==> config.mk <==
export PLATFORM = sky130hd
export DESIGN_NAME = argo_chan_fifo
export DESIGN_NICKNAME = d
export VERILOG_FILES = /design/src/rtl/argo_chan_fifo.sv
export SDC_FILE = /design/constraint.sdc
export NUM_CORES = 1
export LEC_CHECK = 0
export ABC_CLOCK_PERIOD_IN_PS = 10900
export CAP_MARGIN = 0
export CORE_UTILIZATION = 56
export CTS_BUF_LIST = sky130_fd_sc_hd__clkbuf_2
export DETAILED_ROUTE_END_ITERATION = 6
export PLACE_DENSITY = 0.82
export SLEW_MARGIN = 25
export SYNTH_ARGS = -nofsm -noshare
export SYNTH_HDL_FRONTEND = slang
export SYNTH_SLANG_ARGS = --single-unit
==> constraint.sdc <==
create_clock -name clk -period 10.9 [get_ports clk]
set_input_delay 1.635 -clock clk [delete_from_list [all_inputs] [get_ports clk]]
set_output_delay 1.635 -clock clk [all_outputs]
set_load 0.03 [all_outputs]
==> src/rtl/argo_chan_fifo.sv <==
// rtl/argo_chan_fifo.sv - first-word-fall-through channel FIFO with occupancy and stall statistics
// Buffers the argo_3stage output stream and decouples it from a stalling consumer.
module argo_chan_fifo #(
  parameter int WIDTH   = 32,
  parameter int DEPTH   = 8,
  parameter int ADDR_W  = 3,
  parameter int STALL_W = 16
) (
  input  logic               clk,
  input  logic               rst,
  input  logic               ivalid,
  output logic               oready,
  input  logic [WIDTH-1:0]   datain,
  output logic               ovalid,
  input  logic               iready,
  output logic [WIDTH-1:0]   dataout,
  output logic [ADDR_W:0]    count,
  output logic               full,
  output logic               empty,
  output logic [ADDR_W:0]    max_count,
  output logic [STALL_W-1:0] stall_cnt
);

  localparam logic [ADDR_W:0]    CNT_ONE   = (ADDR_W+1)'(1);
  localparam logic [ADDR_W:0]    CNT_LAST  = (ADDR_W+1)'(DEPTH-1);
  localparam logic [ADDR_W-1:0]  PTR_ONE   = ADDR_W'(1);
  localparam logic [STALL_W-1:0] STALL_ONE = STALL_W'(1);

  typedef enum logic [1:0] {
    ST_EMPTY   = 2'd0,
    ST_PARTIAL = 2'd1,
    ST_FULL    = 2'd2
  } state_t;

  logic [WIDTH-1:0]   r_mem [DEPTH];
  logic [ADDR_W-1:0]  r_wr_ptr;
  logic [ADDR_W-1:0]  r_rd_ptr;
  logic [ADDR_W:0]    r_count;
  logic [ADDR_W:0]    r_max_count;
  logic [STALL_W-1:0] r_stall_cnt;
  state_t             r_state;
  state_t             w_state_nxt;
  logic [ADDR_W:0]    w_count_nxt;
  logic               w_push;
  logic               w_pop;

  assign full      = (r_state == ST_FULL);
  assign empty     = (r_state == ST_EMPTY);
  assign oready    = rst && !full;
  assign ovalid    = !empty;
  assign w_push    = ivalid && oready;
  assign w_pop     = ovalid && iready;
  // Gate on empty so the unreset memory never leaks X onto the output.
  assign dataout   = empty ? '0 : r_mem[r_rd_ptr];
  assign count     = r_count;
  assign max_count = r_max_count;
  assign stall_cnt = r_stall_cnt;

  always_comb begin
    w_count_nxt = r_count;
    if (w_push && !w_pop) begin
      w_count_nxt = r_count + CNT_ONE;
    end else if (w_pop && !w_push) begin
      w_count_nxt = r_count - CNT_ONE;
    end
  end

  always_comb begin
    w_state_nxt = r_state;
    case (r_state)
      ST_EMPTY: begin
        if (w_push) w_state_nxt = ST_PARTIAL;
      end
      ST_PARTIAL: begin
        if (w_push && !w_pop && r_count == CNT_LAST) begin
          w_state_nxt = ST_FULL;
        end else if (w_pop && !w_push && r_count == CNT_ONE) begin
          w_state_nxt = ST_EMPTY;
        end
      end
      ST_FULL: begin
        if (w_pop) w_state_nxt = ST_PARTIAL;
      end
      default: w_state_nxt = ST_EMPTY;
    endcase
  end

  always_ff @(posedge clk or negedge rst) begin
    if (!rst) begin
      r_state     <= ST_EMPTY;
      r_wr_ptr    <= '0;
      r_rd_ptr    <= '0;
      r_count     <= '0;
      r_max_count <= '0;
      r_stall_cnt <= '0;
    end else begin
      r_state <= w_state_nxt;
      r_count <= w_count_nxt;
      if (w_push) r_wr_ptr <= r_wr_ptr + PTR_ONE;
      if (w_pop)  r_rd_ptr <= r_rd_ptr + PTR_ONE;
      if (w_count_nxt > r_max_count) r_max_count <= w_count_nxt;
      if (ivalid && !oready && r_stall_cnt != '1) begin
        r_stall_cnt <= r_stall_cnt + STALL_ONE;
      end
    end
  end

  always_ff @(posedge clk) begin
    if (w_push) r_mem[r_wr_ptr] <= datain;
  end

endmodule

* Word-level counts from Yosys, hierarchy flattened
Memories as Yosys holds them, arrays and structs flattened.
Index checks and enable logic that the tools add are counted.
** Word-level totals
- Register bits :: 32
- RAM bits :: 256
- Input port bits :: 36
- Output and inout port bits :: 60
- Word-level logic and storage cells :: 47
- Memories :: 1
** Operators by class
- $add $sub $neg :: 5
- $lt $le $gt $ge :: 1
- Equal/unequal tests :: 8
- Muxes and demuxes :: 10
- Reductions and logical operators :: 16
** Memory list
- r_mem :: words 8, bits a word 32, read ports 1, clocked after Yosys merged registers in 0, write ports 1, RTL line 35 : logic [WIDTH-1:0] r_mem [DEPTH];
** Operators with widths (number)
- $mux 32 :: 1
- $add 16x1->16 const B :: 1
- $ne 16x16->1 const B :: 1
- $logic_and 1x1->1 :: 9
- $mux 2 :: 4
- $mux 4 :: 2
- $add 3x1->3 const B :: 2
- $pmux 2 s3 :: 1
- $logic_not 1->1 :: 5
- $add 4x1->4 const B :: 1
- $eq 4x1->1 const B :: 1
- $eq 4x3->1 const B :: 1
- $gt 4x4->1 :: 1
- $ne 2x1->1 const B :: 2
- $sub 4x1->4 const B :: 1
- $ne 3x3->1 const B :: 1
- $reduce_and 3->1 :: 1
- $eq 2x1->1 const B :: 1
- $eq 2x2->1 const B :: 1
- $logic_not 2->1 :: 1
- $mux 1 :: 2

* Depth between registers and ports, before layout
- Depth in word-level cells :: 10
- Gate-level depth with buffers :: 12
- Gate-level depth less buffers :: 10

* Least setup slack after synthesis
OpenSTA, ideal clock, no wires.
- Path kind :: input-to-reg
- From :: in ivalid
- To :: mem r_mem[0][0], enable pin
- Setup time :: 0.501 ns
- Arrival :: 4.997 ns
- Required time :: 10.399 ns
- Path slack :: 5.402 ns
- Stages on the path :: 3
- Buffers on the path :: 0
- Cell sequence :: and2_1 nand2_1 nor4_1
** Between the ends
- Cells in the longest elaborated chain, start to end :: 3
** Ends and longest elaborated chain
- start, declared :: RTL line 11 : input logic ivalid,
- $logic_and 1x1->1 :: RTL line 51 : assign w_push = ivalid && oready;
- $mux 1 :: RTL line 109 : if (w_push) r_mem[r_wr_ptr] <= datain;
- $mux 1 (implied by the code) :: RTL line 109
- end, declared :: RTL line 35
No other way between the ends.

* Worst setup path in the final report
- From :: reg r_rd_ptr[0]
- To :: out dataout[14]
** Between the ends
- Cells in the longest elaborated chain, start to end :: 2
** Ends and longest elaborated chain
- start, declared :: RTL line 37 : logic [ADDR_W-1:0] r_rd_ptr;
- start signal, assigned :: RTL line 100 : if (w_pop) r_rd_ptr <= r_rd_ptr + PTR_ONE;
- $mem_v2 8x32
- $mux 32 :: RTL line 54 : assign dataout = empty ? '0 : r_mem[r_rd_ptr];
- end, declared :: RTL line 16 : output logic [WIDTH-1:0] dataout,
No other way between the ends.

==> impl_results.md <==
- Hold Vio Cnt, Final: 0
- CTS resizes: 0
- Crit-path leading delay family: buffers and inverters
- Gr usage total: 22.0%
- Post-cts hold buffer count: 0
- Arr. time, crit path: approximately 3.6 ns
- Post-synthesis cell area: 11500 µm²
- Skew final: around 0.033 ns
- First-pass GRT wire length: approximately 35000 µm
- CTS buffer count: 71
- Initial antenna violation count: 2
- Clock Latency Late Sink: ~0.81 ns
- Final nets: about 800
- PortBufs: 95
- GR Overflow Total: 0
- Post-synth EDFFs: ~260
- Final period util: 47.9%
- Die area: about 21000 µm²
- TritonCTS clock tree: yes
- Max_cap viols: 0
- LEAKAGE: ~4.7 nW
- RSZ-0062 raised after global routing: false
- Crit. End Element: output pin
- Vias: 6204
- TNS Setup: 0 ns
- Die width: about 150 µm
- Dpl ws: between 5 and 6 ns
- CP max stage delay: approximately 0.63 ns
- Syn Area/Cell: just under 20 µm²
- CP max FO: 52
- Mapped Nets: between 600 and 700
- Hold Path Class: flip-flop to flip-flop
- Final setup violating endpoints: 0
- Number of library cell types mapped by synthesis: 44
- Postcts setup bufs: 0
- Core Util, Final: 67.0%
- Row count: 52
- Routability Congestion: roughly 0.87
- Post-DP HPWL: 13000 µm
- Clock Path Buffers: 3
- Final WL: approximately 22000 µm
- Main synth FF type: edfxtp_1
- CTS Root Cell: clkbuf_2
- Synth Warn #: 0
- IO Pins: between 90 and 100
- Relative slew slack: between 50% and 60%
- WL/cell: between 20 and 25 µm
- Pre-antenna DRT Iters: 5
- DR vias/cell: 5.79
- Slew Viols, Final: 0
- FFs w/ async S/R, synth: 11.1%
- PwrDens: 258 nW/µm²
- Worst VDD drop: 0.168 mV
- Worst-margin pin slew: just over 0.7 ns
- Minimum clock period: 5.22 ns
- Clock-pin slew of the registers on the worst-case setup and hold paths: approximately 0.12 ns
- Initial Util: about 57%
- Critical Path Start Type: flip-flop
- WP buf/inv: 2
- Fmax: 0.192 GHz
- CP Class: flip-flop to output pin
- Crit path cell chain: buf_6 -> mux4_2 -> mux2i_1 -> nor2_1 -> clkdlybuf4s50_1
- Final WS setup: approximately 5.7 ns
- Total power: ~3.5 mW
- Seq/Total Area, Yosys: 73.9%
- Gate count of the mapped netlist: ~590
- #FFs+latches synth: about 290
- CTS H-tree lvls: 3
- CTS sink count: 288
- Critical Path RT: roughly 9.3 ns
- Die H: 145 µm
- Hold Worst Slack: between 0.5 and 0.6 ns
- Outcome: finished, final reports clean
- Slowest CP cell: dfrtp_4
- Largest net degree at the start of global routing: 53
- Area grow syn2layout: 17.7%
- Number of global-route vias before repair: 6640
- Post-route DRC: 0
- Detailed Route Iter0 Violations: around 360
- Core Region: 20200 µm²
- DRT antenna net count: 0
- Share of cells above drive strength 1: a little over a quarter
cell usage in the layout (no fill, tap or decap), types with 4 or more instances in the layout:
master,instances
a21oi_1,4
buf_4,16
clkbuf_2,101
clkdlybuf4s50_1,95
clkinv_1,11
dfrtp_1,29
edfxtp_1,256
ha_1,10
inv_1,11
mux2_2,4
mux2i_1,32
mux4_2,64
nand2_1,22
nand2b_1,4
nand3_1,7
nand4_1,8
nor2_1,38
nor2_4,4
nor3_1,6
nor3_2,4
nor4_1,4
o21ai_0,5
xnor2_1,13
xor2_1,5
synth_stat cells (3+ instances only):
cell type / instances / share of area (%)
o21ai_0: 5 / 0.22
clkbuf_1: 11 / 0.36
nand4_1: 8 / 0.44
ha_1: 10 / 1.1
mux2i_1: 32 / 2.8
dfrtp_1: 32 / 7.0
xor2_1: 5 / 0.38
nand3_1: 7 / 0.31
a21oi_1: 4 / 0.17
nor2_1: 42 / 1.4
and2_1: 3 / 0.16
o211ai_1: 3 / 0.20
xnor2_1: 13 / 0.99
nor4_1: 5 / 0.27
mux4_2: 64 / 13
buf_2: 8 / 0.35
edfxtp_1: 256 / 67
nor4b_1: 3 / 0.23
nand2b_1: 4 / 0.22
a31oi_1: 3 / 0.16
inv_1: 11 / 0.36
nor3_1: 10 / 0.44
and3_1: 3 / 0.16
nand2_1: 22 / 0.72
buf_1: 4 / 0.13
mux2_2: 4 / 0.39
through the flow:
| step | instance area [µm²] | std cells |
|---|---|---|
| after detailed placement | 12900 | 952 |
| after CTS | 13500 | 1070 |
| after floorplan | 11500 | 594 |
| final | 13500 | 1072 |
| after global placement | 12900 | 952 |
| after global routing | 13500 | 1072 |
sequential cells by signal, indices dropped and copies added, names as in the netlist:
| register | flops |
|---|---|
| r_wr_ptr | 3 |
| stall_cnt | 16 |
| r_mem | 256 |
| count | 4 |
| r_state | 2 |
| max_count | 4 |
| r_rd_ptr | 3 |
logic make-up after synthesis:
| kind of cell | share of synthesized area [%] |
|---|---|
| fa+ha+maj | 1.09 |
| flops | 73.9 |
| simple gates | 4.82 |
| mux | 15.7 |
| buf+inv | 1.33 |
| compound gates | 1.74 |
| xor+xnor | 1.37 |
final timing paths:
path	from	to	slack, ns	depth (start not counted)
hold / removal	stall_cnt[0]	stall_cnt[0]	0.53	1
hold reg to reg	stall_cnt[0]	stall_cnt[0]	0.53	1
setup / recovery	r_rd_ptr[0]	dataout[14]	5.68	5
min in group asynchronous	rst	r_rd_ptr[0]	1.23	2
setup reg to reg	r_state[0]	max_count[0]	7.69	10
max in group asynchronous	rst	r_rd_ptr[2]	9.31	2
area by class of cell:
class,instances,area [µm²]
flip-flops and latches,288,8490
fillers,1329,6660
multi-input cells,270,2900
repair buffers,113,1110
clock buffers,101,505
well taps,270,338
clock inverters,17,119
inverters,12,45.0
diodes,1,2.50
report_power, final:
group          leakage (nW)  total [mW]  switching (mW)  internal [mW]
Sequential             2.70        1.43           0.112           1.32
Combinational          1.49        1.36           0.742          0.621
Clock                 0.481       0.694           0.400          0.293
worst reg2reg max path, stage by stage, from the launching register on:
cell and delay [ns]:
dfrtp_1 0.46, nand2b_1 0.41, inv_2 0.15, or4_4 0.57
and2_4 0.16, xnor2_1 0.21, ha_1 0.31, nand4_1 0.13
o21ai_0 0.15, nor2_1 0.19, mux2_2 0.35
routing by layer:
| metal | part of all wire [%] | vias to the layer above | GRT usage (%) |
|---|---|---|---|
| li1 | - | 2755 | - |
| met1 | 40 | 3165 | 27.7 |
| met2 | 52 | 232 | 36.7 |
| met3 | 6.0 | 50 | 4.91 |
| met4 | 2.1 | 2 | 9.95 |
| met5 | 0.054 | - | 0 |
Note: power is estimated with default switching activity, not from simulation.
